$ cat src/rtl/fetch_queue_unit_if.sv
// Bus bundle for the fetch front end: instruction-memory request/response
// channel and the decode-side valid/ready instruction stream.
interface fetch_queue_unit_if #(
    parameter int DATA_WIDTH   = 32,
    parameter int ADDRESS_BITS = 20
);
    logic                    mem_read;
    logic [ADDRESS_BITS-1:0] mem_address;
    logic                    mem_ready;
    logic                    mem_valid;
    logic [DATA_WIDTH-1:0]   mem_data;
    logic                    inst_valid;
    logic                    inst_ready;
    logic [DATA_WIDTH-1:0]   instruction;
    logic [ADDRESS_BITS-1:0] inst_PC;

    modport master (
        output mem_read, mem_address,
        input  mem_ready, mem_valid, mem_data,
        output inst_valid, instruction, inst_PC,
        input  inst_ready
    );

    modport slave (
        input  mem_read, mem_address,
        output mem_ready, mem_valid, mem_data,
        input  inst_valid, instruction, inst_PC,
        output inst_ready
    );
endinterface

$ cat src/rtl/fetch_queue_unit.sv
// Sequential instruction prefetcher: credit-limited memory reads feed a
// power-of-two FIFO drained by decode; redirects flush and drop stale responses.
module fetch_queue_unit #(
    parameter int CORE            = 0,
    parameter int DATA_WIDTH      = 32,
    parameter int ADDRESS_BITS    = 20,
    parameter int QUEUE_DEPTH     = 4,
    parameter int MAX_OUTSTANDING = 2
) (
    input  logic                          clock,
    input  logic                          reset,
    input  logic                          start,
    input  logic [ADDRESS_BITS-1:0]       program_address,
    input  logic                          redirect,
    input  logic [ADDRESS_BITS-1:0]       redirect_target,
    input  logic                          report,
    output logic [$clog2(QUEUE_DEPTH):0]  queue_count,
    output logic [ADDRESS_BITS-1:0]       fetch_PC,
    fetch_queue_unit_if.master            fq
);
    localparam int PW = $clog2(QUEUE_DEPTH);
    localparam int CW = PW + 1;
    localparam int OW = $clog2(MAX_OUTSTANDING) + 1;
    localparam logic [ADDRESS_BITS-1:0] ALIGN_MASK = ~ADDRESS_BITS'(3);

    typedef enum logic {IDLE, RUN} state_t;

    state_t                  state;
    logic [ADDRESS_BITS-1:0] fetch_pc;
    logic [ADDRESS_BITS-1:0] resp_pc;
    logic [DATA_WIDTH-1:0]   queue_data [QUEUE_DEPTH];
    logic [ADDRESS_BITS-1:0] queue_pc   [QUEUE_DEPTH];
    logic [PW-1:0]           wr_ptr;
    logic [PW-1:0]           rd_ptr;
    logic [CW-1:0]           count;
    logic [OW-1:0]           outstanding;
    logic [OW-1:0]           drop_count;
    logic [31:0]             enqueued_count;
    logic [31:0]             dropped_count;

    logic                    running;
    logic                    flush;
    logic                    accept;
    logic                    resp;
    logic                    resp_dec;
    logic                    enq;
    logic                    drop;
    logic                    pop;
    logic [31:0]             in_use;
    logic [ADDRESS_BITS-1:0] target_pc;

    assign running   = (state == RUN);
    assign flush     = running && (redirect || start);
    assign target_pc = (redirect ? redirect_target : program_address) & ALIGN_MASK;

    // Entries already queued plus those still owed by memory, minus the ones
    // that will be thrown away, must fit in the queue before asking for more.
    assign in_use      = 32'(count) + 32'(outstanding) - 32'(drop_count);
    assign fq.mem_read = running && !redirect && !start
                         && (32'(outstanding) < 32'(MAX_OUTSTANDING))
                         && (in_use < 32'(QUEUE_DEPTH));
    assign fq.mem_address = fetch_pc >> 2;
    assign accept         = fq.mem_read && fq.mem_ready;

    assign resp     = running && fq.mem_valid;
    assign resp_dec = resp && (outstanding != '0);
    assign enq      = resp && !flush && (drop_count == '0);
    assign drop     = resp && !flush && (drop_count != '0);

    assign fq.inst_valid  = (count != '0);
    assign pop            = fq.inst_valid && fq.inst_ready && !flush;
    assign fq.instruction = queue_data[rd_ptr];
    assign fq.inst_PC     = queue_pc[rd_ptr];

    assign queue_count = count;
    assign fetch_PC    = fetch_pc;

    always_ff @(posedge clock) begin
        if (reset) begin
            state          <= IDLE;
            fetch_pc       <= '0;
            resp_pc        <= '0;
            wr_ptr         <= '0;
            rd_ptr         <= '0;
            count          <= '0;
            outstanding    <= '0;
            drop_count     <= '0;
            enqueued_count <= '0;
            dropped_count  <= '0;
            for (int unsigned i = 0; i < QUEUE_DEPTH; i++) begin
                queue_data[i] <= '0;
                queue_pc[i]   <= '0;
            end
        end else begin
            case (state)
                IDLE: begin
                    if (start) begin
                        state    <= RUN;
                        fetch_pc <= target_pc;
                        resp_pc  <= target_pc;
                    end
                end
                RUN: begin
                    if (flush) begin
                        // Everything still in flight, less a response landing
                        // right now, belongs to the old stream.
                        wr_ptr      <= '0;
                        rd_ptr      <= '0;
                        count       <= '0;
                        fetch_pc    <= target_pc;
                        resp_pc     <= target_pc;
                        outstanding <= outstanding - OW'(resp_dec);
                        drop_count  <= outstanding - OW'(resp_dec);
                        if (resp) dropped_count <= dropped_count + 32'd1;
                    end else begin
                        outstanding <= outstanding + OW'(accept) - OW'(resp_dec);
                        if (accept) fetch_pc <= fetch_pc + ADDRESS_BITS'(4);
                        if (enq) begin
                            queue_data[wr_ptr] <= fq.mem_data;
                            queue_pc[wr_ptr]   <= resp_pc;
                            wr_ptr             <= wr_ptr + PW'(1);
                            resp_pc            <= resp_pc + ADDRESS_BITS'(4);
                            enqueued_count     <= enqueued_count + 32'd1;
                        end
                        if (drop) begin
                            drop_count    <= drop_count - OW'(1);
                            dropped_count <= dropped_count + 32'd1;
                        end
                        if (pop) rd_ptr <= rd_ptr + PW'(1);
                        count <= count + CW'(enq) - CW'(pop);
                    end
                end
                default: state <= IDLE;
            endcase
        end
    end

`ifndef SYNTHESIS
    always_ff @(posedge clock) begin
        assert (reset || !(enq && !pop && count == CW'(QUEUE_DEPTH)))
            else $error("core %0d: enqueue into full fetch queue", CORE);
        if (report)
            $display("core %0d fetch: state=%s fetch_PC=%h resp_PC=%h count=%0d outstanding=%0d drop=%0d enqueued=%0d dropped=%0d",
                     CORE, state.name(), fetch_pc, resp_pc, count, outstanding,
                     drop_count, enqueued_count, dropped_count);
    end
`endif
endmodule

$ cat src/flat_wrapper.sv
// flat-port wrapper written by rule: the top's interface ports become plain ports
module fetch_queue_unit_flat 
#(
    parameter int CORE            = 0,
    parameter int DATA_WIDTH      = 32,
    parameter int ADDRESS_BITS    = 20,
    parameter int QUEUE_DEPTH     = 4,
    parameter int MAX_OUTSTANDING = 2
)
  (clock, reset, start, program_address, redirect, redirect_target, report, queue_count, fetch_PC, fq_mem_read, fq_mem_address, fq_mem_ready, fq_mem_valid, fq_mem_data, fq_inst_valid, fq_instruction, fq_inst_PC, fq_inst_ready);
  fetch_queue_unit_if #(.DATA_WIDTH(DATA_WIDTH), .ADDRESS_BITS(ADDRESS_BITS)) fq_i ();
  input  logic clock;
  input  logic reset;
  input  logic start;
  input  logic [ADDRESS_BITS-1:0] program_address;
  input  logic redirect;
  input  logic [ADDRESS_BITS-1:0] redirect_target;
  input  logic report;
  output logic [$clog2(QUEUE_DEPTH):0] queue_count;
  output logic [ADDRESS_BITS-1:0] fetch_PC;
  output wire logic [$bits(fq_i.mem_read)-1:0] fq_mem_read;
  output wire logic [$bits(fq_i.mem_address)-1:0] fq_mem_address;
  input wire logic [$bits(fq_i.mem_ready)-1:0] fq_mem_ready;
  input wire logic [$bits(fq_i.mem_valid)-1:0] fq_mem_valid;
  input wire logic [$bits(fq_i.mem_data)-1:0] fq_mem_data;
  output wire logic [$bits(fq_i.inst_valid)-1:0] fq_inst_valid;
  output wire logic [$bits(fq_i.instruction)-1:0] fq_instruction;
  output wire logic [$bits(fq_i.inst_PC)-1:0] fq_inst_PC;
  input wire logic [$bits(fq_i.inst_ready)-1:0] fq_inst_ready;
  assign fq_mem_read = fq_i.mem_read;
  assign fq_mem_address = fq_i.mem_address;
  assign fq_i.mem_ready = fq_mem_ready;
  assign fq_i.mem_valid = fq_mem_valid;
  assign fq_i.mem_data = fq_mem_data;
  assign fq_inst_valid = fq_i.inst_valid;
  assign fq_instruction = fq_i.instruction;
  assign fq_inst_PC = fq_i.inst_PC;
  assign fq_i.inst_ready = fq_inst_ready;
  fetch_queue_unit #(.CORE(CORE), .DATA_WIDTH(DATA_WIDTH), .ADDRESS_BITS(ADDRESS_BITS), .QUEUE_DEPTH(QUEUE_DEPTH), .MAX_OUTSTANDING(MAX_OUTSTANDING)) u_core (.clock(clock), .reset(reset), .start(start), .program_address(program_address), .redirect(redirect), .redirect_target(redirect_target), .report(report), .queue_count(queue_count), .fetch_PC(fetch_PC), .fq(fq_i));
endmodule
$ cat config.mk
export PLATFORM = sky130hd
export DESIGN_NAME = fetch_queue_unit_flat
export DESIGN_NICKNAME = d
export VERILOG_FILES = /design/src/rtl/fetch_queue_unit_if.sv /design/src/rtl/fetch_queue_unit.sv /design/src/flat_wrapper.sv
export SDC_FILE = /design/constraint.sdc
export NUM_CORES = 1
export LEC_CHECK = 0
export CORE_UTILIZATION = 40
export CTS_BUF_LIST = sky130_fd_sc_hd__clkbuf_16
export DETAILED_ROUTE_END_ITERATION = 8
export DONT_BUFFER_PORTS = 1
export HOLD_SLACK_MARGIN = 0.12
export SYNTH_ARGS = -nofsm -noshare
export SYNTH_HDL_FRONTEND = slang
export SYNTH_SLANG_ARGS = --single-unit
$ cat constraint.sdc
create_clock -name clock -period 6.8 [get_ports clock]
set_input_delay 0.68 -clock clock [delete_from_list [all_inputs] [get_ports clock]]
set_output_delay 0.68 -clock clock [all_outputs]
set_load 0.02 [all_outputs]
# Word-level counts from Yosys, hierarchy flattened
# Memories as Yosys holds them, arrays and structs flattened. A register that Yosys moved wholly into a read port is not among the register bits.
# Cells that the tools add are included.
[op_classes]
add_sub_neg = 12
magnitude_cmp = 2
eq_ne = 3
n_mux = 35
n_bitwise = 1
reduce_logical = 31
[op_table]
columns = ["op", "n"]
rows = [
  ["$mux 20", 7],
  ["$pmux 20 s2", 2],
  ["$add 20x3->20 const B", 2],
  ["$lt 32x3->1 const B", 1],
  ["$mux 32", 1],
  ["$reduce_or 32->1", 1],
  ["$sub 32x2->32", 1],
  ["$mux 2", 13],
  ["$reduce_or 20->1", 1],
  ["$logic_and 1x1->1", 13],
  ["$mux 1", 11],
  ["$reduce_and 2->1", 5],
  ["$reduce_bool 2->1", 5],
  ["$ne 3x3->1 const B", 2],
  ["$add 2x1->2 const B", 2],
  ["$add 3x2->4", 1],
  ["$sub 2x1->2", 2],
  ["$add 3x1->3", 1],
  ["$logic_not 1->1", 3],
  ["$mux 3", 1],
  ["$reduce_bool 3->1", 1],
  ["$sub 3x1->3", 1],
  ["$add 2x1->2", 1],
  ["$logic_not 2->1", 1],
  ["5 further kinds", 5],
]
[totals]
regBits = 52
mem_bits_rw = 208
input_bits = 80
out_inout_bits = 97
elab_cells = 94
memories = 2
[mem_list]
columns = ["name", "depth", "word_bits", "rd", "rd_ports_with_merged_regs", "write_ports", "line_no", "text"]
rows = [
  ["u_core.queue_data", 4, 32, 1, 1, 4, "fetch_queue_unit.sv:31", "logic [DATA_WIDTH-1:0] queue_data [QUEUE_DEPTH];"],
  ["u_core.queue_pc", 4, 20, 1, 1, 4, "fetch_queue_unit.sv:32", "logic [ADDRESS_BITS-1:0] queue_pc [QUEUE_DEPTH];"],
]

# Depth between registers and ports, before layout
# Gate-level depths: netlist (run 1).
[depth]
depth_word = 12
depth_mapped = 15

# Least setup slack after synthesis (run 1)
# No wires, ideal clock.
[synth_path]
path_type = "input port to flip-flop"
start = "input port start"
end = "memory u_core.queue_data[2][0], enable pin"
setup_ns = 0.600
arrival_time_ns = 6.763
setup_slack_ns = -0.563
cell_stages = 6
n_path_buf = 3
path_cell_list = "buf_2 nor2_4 nand2_4 buf_2 buf_1 o41ai_1"
[synth_rtl]
columns = ["item", "line_no", "text"]
rows = [
  ["start, declared", "flat_wrapper.sv:14", "input logic start;"],
  ["end, declared", "fetch_queue_unit.sv:31", ""],
]

# Worst setup path after layout (run 1)
[layout_path]
start = "register u_core.count[0] (netlist: u_core.queue_count[0])"
end = "output port fq_mem_read"
[layout_between]
elab_chain_len = 4
[layout_lines]
columns = ["item", "line_no", "text"]
rows = [
  ["start, declared", "fetch_queue_unit.sv:35", "logic [CW-1:0] count;"],
  ["start signal, assigned", "fetch_queue_unit.sv:130", "count <= count + CW'(enq) - CW'(pop);"],
  ["$add 3x2->4", "fetch_queue_unit.sv:58", "assign in_use = 32'(count) + 32'(outstanding) - 32'(drop_count);"],
  ["$sub 32x2->32", "fetch_queue_unit.sv:58", ""],
  ["$lt 32x3->1", "fetch_queue_unit.sv:61", "&& (in_use < 32'(QUEUE_DEPTH));"],
  ["$logic_and 1x1->1", "fetch_queue_unit.sv:61", ""],
  ["end, declared", "flat_wrapper.sv:21", "output wire logic [$bits(fq_i.mem_read)-1:0] fq_mem_read;"],
]
# Every way passes these cells.

==> metrics.cfg, run 1 <==
[outcome]
outcome=completed

[detailed_routing]
vias=7523
wire_per_inst_um=20.7
routed_wirelength_mm=27.9
routed_via_density=5.58
drtPass1Iterations=5
ant_nets=0
drc_errors=0
first_iter_violations=495

[logic_synthesis]
netlist.area_leader.share_pct=49.7
synthArstFlopShare_pct=0
ys_top_cells_by_area=edfxtp_1 50%, mux4_2 9.3%, dfxtp_1 8.1%
syn-cell-area_sq_um=12300
ys_ff_latch=254
synth_area_per_cell_sq_um=12.6
ys_seq_area_share_pct=57.9
ys.flop_type=edfxtp_1
synthDistinctLibCells=65
synth_edf_count=204
postSynthCellCount=979
synth.largest_area_cell=edfxtp_1
ys_warn_count=0

[timing]
setup_viol=0
finalSetupTns_ns=0
worst_slew_pin_slew_ns=1.11
fin_crit_sh_pct=60.7
skew_ns=0.0131
period_needed_ns=4.13
final_max_slew_viol_count=0
hold_viol=0
whs_ns=0.190
fmax_ghz=0.242
rsz0062_at_grt=false
maxSlewHeadroom_pct=25.8

[cells_and_area]
drive_above_1_share_pct=14.5
layout.nets=1030
area.growth.synth_to_final_pct=8.83
antenna_cells=0

[global_routing]
grt_pass1_vias=7561
grt_max_degree=100
antenna_found_initial=0
grt_first_pass_wirelength_mm=42.8
grt_use_total_pct=17.5
overflow=0

[die]
fp.dieW_um=177
rows=63
dieArea_sq_um=31500
ioPinCount=177
die_h_um=177
start_util_pct=41.1
core-area_sq_um=30000

[power]
p_total_w=0.00354
p_per_area_nw_per_um2=264
ir_worst_vdd_uv=208
leakage_nw=4.91

[place]
io_buffers=0
gp_congestion=0.790
hpwlAfterDp_mm=16.1

[worst_setup_path]
cpLargestDelayFamily=adder cells
arrival_ns=3.45
cp-end-kind=output port
crit_required_ns=6.12
cp_max_fo=5
cp-start-kind=register
crit_buf_inv=0
slowest_stage=dfxtp_1
cp_slowest_stage_delay_ns=0.54
path_cells=ha_1 > fa_1 > ha_1 > a21o_1 > nor2_1 > ha_1 > nor4bb_1 > and3_1
crit_path_frequent_cell=ha_1
path_class=reg2out

[clocking]
root_buffer=clkbuf_16
hold_buffers=0
clk_transition_reported_paths_ns=0.07
worstSkewPairLatency_ns=0.55
cts_made_buffers=28
cts_tree=yes
clkSinkCount=254
cts-resized-gates=0
cts_setup_buffers=0
cts_htree_levels=1
clock_path_buffers=3

[run]
maxCapViolations=0

[hold_path]
hp-class=in2reg

==> logic make-up after synthesis <==
family          count (synthesis)  synth area share (%)
xor+xnor                        6                 0.549
mux                            58                  9.91
compound gates                147                  7.58
flops                         254                  57.9
other cells                     1                0.0304
buf+inv                       105                  4.51
simple gates                  395                  18.1
fa+ha+maj                      13                  1.44
==> sequential cells by signal, indices dropped and copies added, names as in the netlist, 3 cells and up, named ones only <==
register / flops
u_core.queue_data: 128
u_core.queue_count: 3
u_core.fetch_PC: 18
u_core.queue_pc: 76
u_core.resp_pc: 18
==> placed cells by master (no fill, tap or decap), types with 11 or more instances in the layout <==
master     count
a21oi_1       47
and2_1       149
and3_1        57
buf_4         12
clkbuf_16     28
dfxtp_1       48
edfxtp_1     204
ha_1          11
inv_1         20
mux4_2        51
nand2_1       67
nand3_1       14
nor2_1        47
nor3_1        17
o21ai_0       37
==> synth_stat cells, types with 18 or more instances <==
cell type  count
a21oi_1       47
buf_4         24
nand2_1       68
and2_1       149
nor2_1        48
clkbuf_1      30
buf_2         18
and3_1        57
o21ai_0       39
edfxtp_1     204
mux4_2        51
dfxtp_1       50
==> worst register-to-register path: stages, from the launching register on <==
cell      delay (ns)
dfxtp_1         0.54
ha_1            0.25
fa_1            0.42
ha_1            0.28
a21o_1          0.16
nor2_1          0.07
ha_1            0.27
nor4bb_1        0.53
and3_1          0.38
and2_1          0.17
ha_1            0.15
nand2_1         0.06
xnor2_1         0.15
nand2_1         0.08
xor2_1          0.15
nor2_1          0.05
==> report_power, final <==
part,total [W],leakage [nW],internal (W),switching [W]
clock,0.00152,0.474,0.000901,0.000622
sequential,0.00182,2.52,0.00174,0.0000756
combinational,0.000200,1.92,0.0000647,0.000135
total,0.00354,4.91,0.00271,0.000833
==> final timing paths <==
kind | start | endpoint | slack (ns) | cells past startpoint
min | reset | u_core.fetch_PC[19]$_SDFFE_PP0P_ | 0.19 | 1
min reg2reg | u_core.rd_ptr[1]$_SDFFE_PP0P_ | register | 0.47 | 1
max | u_core.queue_count[0]$_SDFFE_PP0P_ | fq_mem_read | 2.67 | 8
max reg2reg | u_core.queue_count[0]$_SDFFE_PP0P_ | u_core.outstanding[1]$_SDFFE_PP0P_ | 2.99 | 15
==> through the flow <==
stage | area, sq um | worst slack [ns] | util [%] | instances
6_report | 13400 | 2.67 | 44.7 | 1348
5_1_grt | 13400 | 2.41 | 44.7 | 1348
4_1_cts | 13400 | 2.64 | 44.7 | 1348
3_5_place_dp | 12500 | 3.00 | 41.6 | 1297
3_3_place_gp | 12500 | 3.02 | 41.6 | 1297
2_1_floorplan | 12300 | 1.27 | - | 986
==> layout make-up <==
cell class	count	area, sq um
Inverter	14	52.6
Clock buffer	28	701
Tap cell	390	488
Sequential cell	254	7130
Timing Repair Buffer	12	90.1
Clock inverter	23	229
Multi-Input combinational cell	627	4710
Fill cell	2695	16600
==> metal layers <==
metal,track usage [%],share of wire (%),vias to the layer above
li1,-,-,3500
met1,22.8,43,3717
met2,29.7,47,260
met3,3.51,6.8,46
met4,4.67,2.3,0
met5,0,0,-
Power figures use the tool's default switching activity.
==> run 2: changes to the inputs <==
--- a/config.mk
+++ b/config.mk
@@ -5,6 +5,7 @@
 export SDC_FILE = /design/constraint.sdc
 export NUM_CORES = 1
 export LEC_CHECK = 0
+export ABC_AREA = 1
 export CORE_UTILIZATION = 40
 export CTS_BUF_LIST = sky130_fd_sc_hd__clkbuf_16
 export DETAILED_ROUTE_END_ITERATION = 8
==> constraint.sdc (replaced) <==
create_clock -name clock -period 4.3 [get_ports clock]
set_input_delay 0.43 -clock clock [delete_from_list [all_inputs] [get_ports clock]]
set_output_delay 0.43 -clock clock [all_outputs]
set_load 0.02 [all_outputs]
==> run 2 against run 1 <==
Net effect: area after synthesis about the same; worst hold slack worse by 0.050 ns; utilization rose by 0.83 points; clock-buffer cell count is 2 higher; cell area is 1.9% higher; setup slack worse by 1.8 ns; sequential power increased by 59%; critical path depth rose by 4; power grew 62%; combinational power rose to 2.9 times the previous value; final cell count increased by 29%; largest cell class unchanged.
==> metrics.cfg, run 2 <==
[die]
dieArea_sq_um=31500
die_h_um=177
ioPinCount=177
start_util_pct=41.1
rows=63
fp.dieW_um=177
core-area_sq_um=30000

[timing]
worst_slew_pin_slew_ns=0.983
finalSetupTns_ns=0
period_needed_ns=3.43
rsz0062_at_grt=false
fmax_ghz=0.291
setup_viol=0
skew_ns=0.0175
final_max_slew_viol_count=0
hold_viol=0
fin_crit_sh_pct=79.9
maxSlewHeadroom_pct=34.2

[hold_path]
hp-class=in2reg
hp-start=fq_mem_data[16]

[cells_and_area]
area.growth.synth_to_final_pct=10.9
layout.nets=1418
drive_above_1_share_pct=7.51
largest_register=u_core.queue_data
largest_reg_flops=128
antenna_cells=0
layout_common_cells=321 x nor2_1, 204 x edfxtp_1, 170 x nand2_1
largestRegisters=u_core.queue_data: 128 flops, u_core.queue_pc: 76 flops
layout_commonest_cell=nor2_1
nFillCells=2886

[logic_synthesis]
synth_area_per_cell_sq_um=9.17
synthArstFlopShare_pct=0
synthDistinctLibCells=42
ys_top_cells_by_count=321 x nor2_1, 204 x edfxtp_1, 174 x nand2_1, 139 x o21ai_0, 114 x inv_1
synth.largest_area_cell=edfxtp_1
synth_edf_count=204
ys_seq_area_share_pct=57.9
postSynthCellCount=1342
syn-cell-area_sq_um=12300
netlist.area_leader.share_pct=49.8
ys.flop_type=edfxtp_1
yosysMostFrequentCell=nor2_1
ys_warn_count=0
ys_ff_latch=254
ys_top_cells_by_area=edfxtp_1 50%, nor2_1 9.8%, dfxtp_1 8.1%

[worst_setup_path]
path_cells=ha_1 > fa_1 > ha_1 > nand2_1 > nand3_1 > inv_1 > ha_1 > nor2_1 > nand2_1 > nor2_2 > nand2_1 > nor2_1
arrival_ns=3.00
cp-end-kind=output port
cp_max_fo=4
crit_buf_inv=1
cpLargestDelayFamily=adder cells
crit_required_ns=3.87
cp-startpoint=u_core.queue_count[0]$_SDFFE_PP0P_
slowest_stage=dfxtp_1
cp-start-kind=register
path_class=reg2out
cp_slowest_stage_delay_ns=0.49
crit-reg2reg-launch=u_core.queue_count[0]$_SDFFE_PP0P_

[global_routing]
grt_use_total_pct=19.4
antenna_found_initial=0
overflow=0
grt_first_pass_wirelength_mm=47.8
grt_pass1_vias=8809
grt_max_degree=69

[power]
p_per_area_nw_per_um2=420
leakage_nw=5.40
p_total_w=0.00574
ir_worst_vdd_uv=281

[clocking]
hold_buffers=24
clk_transition_reported_paths_ns=0.06
clkSinkCount=254
cts_setup_buffers=0
cts_tree=yes
root_buffer=clkbuf_16
cts-resized-gates=0
clock_path_buffers=3
cts_made_buffers=30
cts_htree_levels=1
worstSkewPairLatency_ns=0.55

[detailed_routing]
drtPass1Iterations=5
vias=9147
drc_errors=0
wire_per_inst_um=17.7
routed_wirelength_mm=30.8
ant_nets=0
routed_via_density=5.27
first_iter_violations=846

[place]
gp_congestion=0.814
io_buffers=0
hpwlAfterDp_mm=17.9

[run]
maxCapViolations=0

[outcome]
outcome=completed

run 2: changes by cell type in the layout (fill, tap and decap cells not counted), sizes merged, moves of 17 or more:
cell,previous run,this run
inv,21,134
nand3,14,31
nor2,51,339
mux4,51,0
o21ai,50,139
and3,57,0
and2,150,2
dlygate4sd3,0,24
nand2,70,176
o22ai,2,53
run 2: area by class of cell:
cell class / count / area, sq um / area share, %
inverter: 128 / 483 / 3.54
clock buffer: 30 / 751 / 5.50
multi-input combinational: 872 / 4260 / 31.2
tap: 390 / 488 / 3.57
timing repair buffer: 39 / 403 / 2.95
sequential: 254 / 7130 / 52.2
clock inverter: 22 / 131 / 0.962
run 2: cell families (layout without fill, tap and decap cells):
kind of cell             count (synthesis)  count (layout)  synth area share (%)
adder cells (fa/ha/maj)                 13              13                  1.44
multiplexers                            13              13                  1.09
buffers and inverters                  223             219                  7.97
flip-flops                             254             254                  57.9
AND/OR/NAND/NOR                        577             577                  19.7
other                                    1               8                0.0305
XOR/XNOR                                13              13                 0.925
AO/OA/AOI/OAI                          248             248                  11.0
run 2: through the flow:
| step | instance area (sq um) | instances | hold slack, ns | worst slack [ns] | utilization (%) |
|---|---|---|---|---|---|
| floorplan | 12300 | 1349 | 0.455 | 0.565 | - |
| CTS | 13700 | 1735 | 0.120 | 0.834 | 45.6 |
| global placement | 12500 | 1659 | 0.463 | 1.13 | 41.8 |
| finish | 13700 | 1735 | 0.140 | 0.866 | 45.6 |
| detailed placement | 12500 | 1659 | 0.472 | 1.05 | 41.8 |
| global route | 13700 | 1735 | 0.148 | 0.646 | 45.6 |
run 2: per-layer routing:
layer / up-vias / global-route usage (%) / part of all wire, %
met5: - / 0 / 0
met4: 0 / 3.81 / 1.6
met3: 38 / 3.28 / 6.3
met2: 292 / 33.7 / 49
met1: 4386 / 25.4 / 44
li1: 4431 / - / -
run 2: worst reg2reg max path, stage by stage, from the launching register on:
cell,delay [ns]
dfxtp_1,0.49
ha_1,0.24
fa_1,0.43
ha_1,0.28
nand2_1,0.06
nand3_1,0.10
inv_1,0.07
ha_1,0.29
nand2_1,0.08
nor2_2,0.04
nand4_1,0.20
nand3_2,0.36
inv_1,0.38
nor2_1,0.09
nor2_1,0.11
run 2: final timing paths:
path / endpoint / slack [ns] / depth (start not counted)
setup / recovery: fq_mem_read / 0.87 / 12
hold reg to reg: u_core.resp_pc[17]$_SDFFE_PP0P_ / 0.48 / 2
setup reg to reg: u_core.fetch_PC[17]$_SDFFE_PP0P_ / 1.01 / 14
hold / removal: u_core.queue_data[3][16]$_DFFE_PP_ / 0.14 / 2
run 2: report_power, final:
| group | switching [W] | internal [W] | total (W) |
|---|---|---|---|
| logic | 0.000421 | 0.000154 | 0.000574 |
| registers | 0.000126 | 0.00276 | 0.00289 |
| clock network | 0.000965 | 0.00131 | 0.00228 |
==> run 3: changes to the inputs <==
==> constraint.sdc (replaced) <==
create_clock -name clock -period 3 [get_ports clock]
set_input_delay 0.3 -clock clock [delete_from_list [all_inputs] [get_ports clock]]
set_output_delay 0.3 -clock clock [all_outputs]
set_load 0.02 [all_outputs]
==> run 3 against run 2 <==
Net effect: non-clock buffer count up 66; utilization up 1.8 points; clock skew down 0.0036 ns; critical path type unchanged; largest power group unchanged.
==> metrics.cfg, run 3 (synthesis results as in run 2) <==
[outcome]
outcome=completed

[detailed_routing]
vias=9351
drc_errors=0
wire_per_inst_um=17.2
routed_wirelength_mm=31.0
routed_via_density=5.20
first_iter_violations=691
ant_nets=0
drtPass1Iterations=5

[run]
maxCapViolations=0

[worst_setup_path]
cp-end-kind=output port
path_class=reg2out
r2r-end=u_core.outstanding[1]$_SDFFE_PP0P_
crit-reg2reg-launch=u_core.outstanding[0]$_SDFFE_PP0P_
crit_required_ns=2.70
reg2reg_slack_ns=0.20
cp_max_fo=2
cp-start-kind=register
arrival_ns=2.64
cp-startpoint=u_core.outstanding[0]$_SDFFE_PP0P_
rr_worst_depth=17
critPathCapture=fq_mem_read

[timing]
rsz0062_at_grt=true
worst_slew_pin_slew_ns=0.979
final_max_slew_viol_count=0
setup_viol=0
hold_viol=0
period_needed_ns=2.94
skew_ns=0.0138
maxSlewHeadroom_pct=34.5
fin_crit_sh_pct=98.0
worst_slack_ns=0.0600
fmax_ghz=0.340

[die]
core-area_sq_um=30000
ioPinCount=177
rows=63
die_h_um=177
fp.dieW_um=177
start_util_pct=41.1
dieArea_sq_um=31500

[cells_and_area]
layout_common_cells=320 x nor2_1, 204 x edfxtp_1, 168 x nand2_1
largestRegisters=u_core.queue_data: 128 flops, u_core.queue_pc: 76 flops
largest_register=u_core.queue_data
layout_commonest_cell=nor2_1
layout.nets=1483
area.growth.synth_to_final_pct=15.4
largest_reg_flops=128
antenna_cells=0
drive_above_1_share_pct=11.1
post-route-cell-area_sq_um=14200

[global_routing]
overflow=0
grt_use_total_pct=19.5
grt_pass1_vias=9146
antenna_found_initial=0
grt_max_degree=52
grt_first_pass_wirelength_mm=48.2

[power]
leakage_nw=5.70
ir_worst_vdd_uv=382
p_total_w=0.00818
p_per_area_nw_per_um2=576

[place]
io_buffers=0
hpwlAfterDp_mm=18.3
placed_cell_area_sq_um=12900
place_ws_ns=0.0494
gp_congestion=0.810

[clocking]
worstSkewPairLatency_ns=0.54
cts_tree=yes
cts_htree_levels=1
clkSinkCount=254
clk_transition_reported_paths_ns=0.06
root_buffer=clkbuf_16
cts_made_buffers=29
clock_path_buffers=3

[hold_path]
hp-class=in2reg

## run 3: changes by cell type in the layout (fill, tap and decap cells not counted), moves of 2 or more
cell           change
ha_4               +2
clkinv_2           -2
dfxtp_1            -2
dlygate4sd3_1     +16
clkinv_1           +2
nand2_2            +2
inv_1              -2
inv_6              +2
buf_12             +3
buf_4             +47
nand2_1            -2
ha_1               -2
dfxtp_2            +2
## run 3: worst min-delay path by stage
stage          slack, ns           startpoint                                 end  cells past startpoint
6_report            0.14  program_address[16]     u_core.resp_pc[16]$_SDFFE_PP0P_                      3
5_1_grt             0.15             redirect     u_core.resp_pc[15]$_SDFFE_PP0P_                      3
4_1_cts             0.12  program_address[16]     u_core.resp_pc[16]$_SDFFE_PP0P_                      3
3_5_place_dp        0.37                reset  u_core.queue_count[1]$_SDFFE_PP0P_                      1
3_3_place_gp        0.37                reset  u_core.queue_count[2]$_SDFFE_PP0P_                      1
2_1_floorplan       0.38                reset     u_core.resp_pc[10]$_SDFFE_PP0P_                      1
## run 3: power breakdown
group | switching, W | internal [W] | total, W
clock | 0.00135 | 0.00173 | 0.00308
combinational | 0.000643 | 0.000331 | 0.000974
sequential | 0.000167 | 0.00396 | 0.00413
total | 0.00216 | 0.00602 | 0.00818
## run 3: metrics by stage
stage / cells / setup TNS (ns) / utilization (%) / hold slack, ns
3_5_place_dp: 1708 / 0 / 43.2 / 0.374
3_3_place_gp: 1708 / 0 / 43.2 / 0.372
2_1_floorplan: 1349 / 0 / - / 0.378
5_1_grt: 1798 / -0.0551 / 47.4 / 0.151
4_1_cts: 1797 / 0 / 47.3 / 0.124
6_report: 1798 / 0 / 47.4 / 0.137
## run 3: timing repair
item                                    CTS  global route
hold endpoints to repair                156             0
pin swaps                                 1             2
hold buffers                             40             0
buffers inserted                          0             1
resized for setup                         5             7
endpoints found under the setup margin    1             2
## run 3: worst max-delay path: stages, from the launching register on
cell and delay [ns]:
dfxtp_2 0.33, ha_4 0.16, fa_1 0.43, ha_1 0.30, nand2_2 0.06, nand3_2 0.09
inv_2 0.05, ha_4 0.25, nand2_2 0.05, nor2_2 0.09, nand2_1 0.06, nor2_1 0.09
buf_4 0.15
## run 3: layout make-up
class	instances	area, sq um
Timing Repair Buffer	105	976
Tap cell	390	488
Multi-Input combinational cell	872	4310
Fill cell	2827	15800
Clock inverter	20	88.8
Sequential cell	254	7130
Inverter	128	483
Clock buffer	29	726
## run 3: routing by layer
layer  GRT usage, %  wire length, um  up-vias
met5              0                0        -
met1           24.7            13400     4452
li1               -                -     4554
met2           34.4            15000      305
met4           4.81              552        0
met3           3.34             2050       40
